### src/rtl/rr_arbiter_16.sv
// 16-requester round-robin arbiter with grant hold, done-release and hold timeout.
// Grant, index, valid and hold count are all registered; owners hand over without a bubble.
module rr_arbiter_16 #(
    parameter int N        = 16,
    parameter int IDX_W    = 4,
    parameter int MAX_HOLD = 8
) (
    input  logic             clk,
    input  logic             rst,
    input  logic [N-1:0]     req,
    input  logic             done,
    output logic [N-1:0]     gnt,
    output logic [IDX_W-1:0] gnt_idx,
    output logic             gnt_valid,
    output logic [7:0]       hold_cnt
);

    typedef enum logic {IDLE, GRANT} state_t;

    state_t           state, state_nxt;
    logic [IDX_W-1:0] last, last_nxt;
    logic [N-1:0]     gnt_nxt;
    logic [IDX_W-1:0] idx_nxt;
    logic             valid_nxt;
    logic [7:0]       hold_nxt;

    logic             rel;
    logic [IDX_W-1:0] base;
    logic [IDX_W-1:0] cand;
    logic [IDX_W-1:0] pick_idx;
    logic             pick_found;

    assign rel = (state == GRANT) &&
                 (done || !req[gnt_idx] || (hold_cnt == 8'(MAX_HOLD - 1)));

    // A releasing owner becomes the pointer on the same edge it re-arbitrates.
    assign base = rel ? gnt_idx : last;

    // Offset N wraps back to base, so the previous owner is searched last.
    always_comb begin
        pick_idx   = '0;
        pick_found = 1'b0;
        cand       = '0;
        for (int k = 1; k <= N; k++) begin
            cand = base + IDX_W'(k);
            if (!pick_found && req[cand]) begin
                pick_found = 1'b1;
                pick_idx   = cand;
            end
        end
    end

    always_comb begin
        state_nxt = state;
        last_nxt  = last;
        gnt_nxt   = gnt;
        idx_nxt   = gnt_idx;
        valid_nxt = gnt_valid;
        hold_nxt  = hold_cnt;
        case (state)
            IDLE: begin
                if (pick_found) begin
                    gnt_nxt   = N'(1) << pick_idx;
                    idx_nxt   = pick_idx;
                    valid_nxt = 1'b1;
                    hold_nxt  = '0;
                    state_nxt = GRANT;
                end
            end
            GRANT: begin
                if (rel) begin
                    last_nxt = gnt_idx;
                    if (pick_found) begin
                        gnt_nxt   = N'(1) << pick_idx;
                        idx_nxt   = pick_idx;
                        valid_nxt = 1'b1;
                        hold_nxt  = '0;
                    end else begin
                        gnt_nxt   = '0;
                        idx_nxt   = '0;
                        valid_nxt = 1'b0;
                        hold_nxt  = '0;
                        state_nxt = IDLE;
                    end
                end else begin
                    hold_nxt = hold_cnt + 8'd1;
                end
            end
            default: state_nxt = IDLE;
        endcase
    end

    always_ff @(posedge clk) begin
        if (rst) begin
            state     <= IDLE;
            last      <= IDX_W'(N - 1);
            gnt       <= '0;
            gnt_idx   <= '0;
            gnt_valid <= 1'b0;
            hold_cnt  <= '0;
        end else begin
            state     <= state_nxt;
            last      <= last_nxt;
            gnt       <= gnt_nxt;
            gnt_idx   <= idx_nxt;
            gnt_valid <= valid_nxt;
            hold_cnt  <= hold_nxt;
        end
    end

endmodule

### config.mk
export PLATFORM = sky130hd
export DESIGN_NAME = rr_arbiter_16
export DESIGN_NICKNAME = d
export VERILOG_FILES = /design/src/rtl/rr_arbiter_16.sv
export SDC_FILE = /design/constraint.sdc
export NUM_CORES = 1
export LEC_CHECK = 0
export BUFFER_PORTS_ARGS = -buffer_cell sky130_fd_sc_hd__buf_4
export CORE_MARGIN = 2
export CORE_UTILIZATION = 40
export DETAILED_ROUTE_END_ITERATION = 10
export PLACE_DENSITY = 0.57
export SLEW_MARGIN = 5
export SYNTH_ARGS = -nofsm -noshare
export SYNTH_HDL_FRONTEND = slang
export SYNTH_SLANG_ARGS = --single-unit
### constraint.sdc
create_clock -name clk -period 7.4 [get_ports clk]
set_clock_uncertainty 0.1 [all_clocks]
set_input_delay 0.74 -clock clk [delete_from_list [all_inputs] [get_ports clk]]
set_output_delay 0.74 -clock clk [all_outputs]
set_load 0.02 [all_outputs]
==> summary.txt <==
Status
  • Status: complete, no violations

Clocking
  • Hold-fix buffers at CTS: 0
  • CTS Buf Count: 5
  • Clock Sinks: 34
  • Post-CTS Setup Bufs: 0
  • Maximum root-to-sink buffer count: 2
  • Skew-Pair Late Insertion Delay: 0.29 ns
  • Reg clk slew, reported paths: 0.07 ns
  • CTS H-Tree Depth: 2
  • Root Driver: clkbuf_8
  • Resized Gates After CTS: 0
  • CTS tree: yes

Die
  • Die ar.: 11100 um^2
  • # rows: 37
  • Die W: 105 um
  • Die H: 105 um
  • Core area: 10100 um^2
  • # IOs: 48
  • Initial Utilization: 40.6%

STA
  • Final setup viols: 0
  • RSZ-0062 raised after global routing: false
  • Final Hold Fails: 0
  • Relative slew slack: 43.6%
  • Total negative setup slack: 0 ns
  • Hold Slack: 0.353 ns
  • Final slew viol count: 0
  • Tmin final: 6.69 ns
  • Worst-margin pin slew: 0.829 ns
  • FMAX: 0.149 GHz
  • Final worst path period share: 90.4%

Global route
  • Vias in the first global route: 4339
  • Final global-route overflow total: 0
  • Tot GR Track Use: 26.3%
  • First-pass GRT wire length: 23200 um
  • Largest net degree at the start of global routing: 21
  • Initial antenna violation count: 0

Placed design
  • GP Congestion: 0.963
  • Hpwl dp: 11600 um
  • IO Port Bufs: 47

Logic synthesis
  • FF+latch count, synth: 34
  • Async set-or-reset flop fraction in the synthesized netlist: 0%
  • Synth warnings: 0
  • Synth Net Count: 552
  • Post-synthesis cell area: 4120 um^2
  • Mean post-synth cell area: 7.83 um^2
  • Netlist cell types: 78
  • Seq/Total Area, Yosys: 16.5%
  • Post-synth EDFFs: 0
  • Synth Flop Type: dfxtp_1
  • Mapped Cells: 526

Worst hold path
  • Worst Hold End: gnt[12]$_SDFFE_PP0P_
  • Hold path depth: 2
  • Hold_sp: gnt[12]$_SDFFE_PP0P_
  • HP Class: reg2reg

Critical path
  • Critical Path RT: 7.52 ns
  • R2R cell count: 18
  • WP data arrival: 6.81 ns
  • Crit path kind: reg2reg
  • Crit. End Element: register
  • Reg2Reg Setup Slack: 0.71 ns
  • CP Launch Type: register
  • RR Startpoint: gnt_idx[0]$_SDFFE_PP0P_
  • Terminus of the critical flop-to-flop path: gnt[6]$_SDFFE_PP0P_
  • Worst-path fanout max: 16

Layout
  • Layout area overhead: 15.7%
  • Most frequent cells in the layout: 58 x buf_4, 46 x nand2_1, 41 x nor2_1
  • # diodes: 0
  • Post-layout util: 47.0%
  • Layout cells sized above 1: 19.2%
  • Most common cell after layout, fill and taps aside: buf_4
  • Nets: 594

Drt
  • Antenna-violating nets left: 0
  • Drt via density: 6.53
  • Drt first pass iters: 5
  • Initial DRC count: 403
  • DR WL/cell: 20.9 um
  • DRC viols: 0
  • DR vias: 4603
  • Final wirelength: 14700 um

Job
  • Max-Cap Viols: 0
logic make-up (layout without fill, tap and decap cells):
family          count (synthesis)  count (layout)  share of synthesized area (%)
mux                            69              69                           21.4
flops                          34              34                           16.5
fa+ha+maj                       7               7                           2.13
xor+xnor                        9               9                           1.91
compound gates                180             180                           30.8
buf+inv                        45              88                           4.68
simple gates                  182             182                           22.5
routing by layer:
metal	share of wire, %	GRT usage, %
met5	0	0
met2	46	43.4
met4	4.1	11.7
met3	7.8	3.34
met1	42	34.3
layout make-up:
class | instances | area (um^2)
clock inverter | 3 | 68.8
tap | 136 | 170
inverter | 22 | 82.6
clock buffer | 5 | 68.8
timing repair buffer | 58 | 435
multi-input combinational | 447 | 3260
sequential | 34 | 681
fill | 1017 | 5380
critical path, stage by stage (launching register included):
cell and delay (ns):
dfxtp_1 0.72, mux4_2 0.58, mux2_2 0.34, a221oi_4 0.55
mux2i_4 0.31, buf_4 0.24, ha_1 0.65, mux2i_1 0.26
mux2i_1 0.18, mux2_2 0.35, nand2_1 0.10, o211ai_1 0.28
buf_4 0.29, a211oi_1 0.36, o22ai_1 0.16, a211o_1 0.33
o21a_2 0.24, or3b_1 0.41, o21ai_1 0.15
synthesized netlist by cell type, types with 7 or more instances:
library cell / instances / share of area (%)
inv_1: 19 / 1.7
and3_1: 13 / 2.0
mux2_2: 10 / 2.7
a21oi_1: 30 / 3.6
mux4_2: 13 / 7.1
xnor2_1: 7 / 1.5
nor2_1: 41 / 3.7
clkbuf_1: 14 / 1.3
a211oi_1: 8 / 1.5
nor3_1: 11 / 1.3
ha_1: 7 / 2.1
nand2_1: 46 / 4.2
a22oi_1: 19 / 3.5
o21ai_1: 12 / 1.5
dfxtp_1: 34 / 17
a22o_1: 12 / 2.6
o21ai_0: 28 / 3.4
and2_1: 7 / 1.1
nand3_1: 21 / 2.6
a31oi_1: 8 / 1.2
mux2i_1: 40 / 9.7
through the flow:
stage               cell area, um^2  setup WS (ns)  instances
floorplan                      4120          0.981        526
global placement               4630          0.775        697
detailed placement             4630          0.701        697
CTS                            4760          0.738        705
global route                   4760          0.354        705
finish                         4760          0.709        705
registers in the layout, summed over array words and instances (netlist names):
register / count
state: 1
gnt: 16
hold_cnt: 8
gnt_idx: 4
last: 4
gnt_valid: 1
worst max-delay path by stage:
stage                       startpoint                    to  slack (ns)  cells after the start
4_1_cts        gnt_idx[0]$_SDFFE_PP0P_   gnt[6]$_SDFFE_PP0P_        0.74                     18
2_1_floorplan                   req[9]  gnt[13]$_SDFFE_PP0P_        0.98                     21
5_1_grt        gnt_idx[0]$_SDFFE_PP0P_   gnt[0]$_SDFFE_PP0P_        0.35                     18
3_5_place_dp                    req[9]   gnt[6]$_SDFFE_PP0P_        0.70                     19
6_report       gnt_idx[0]$_SDFFE_PP0P_   gnt[6]$_SDFFE_PP0P_        0.71                     18
3_3_place_gp                    req[9]   gnt[2]$_SDFFE_PP0P_        0.77                     19
Power is not shown: default switching activity piles up to over one toggle a cycle in this logic, so the estimate is an artifact.
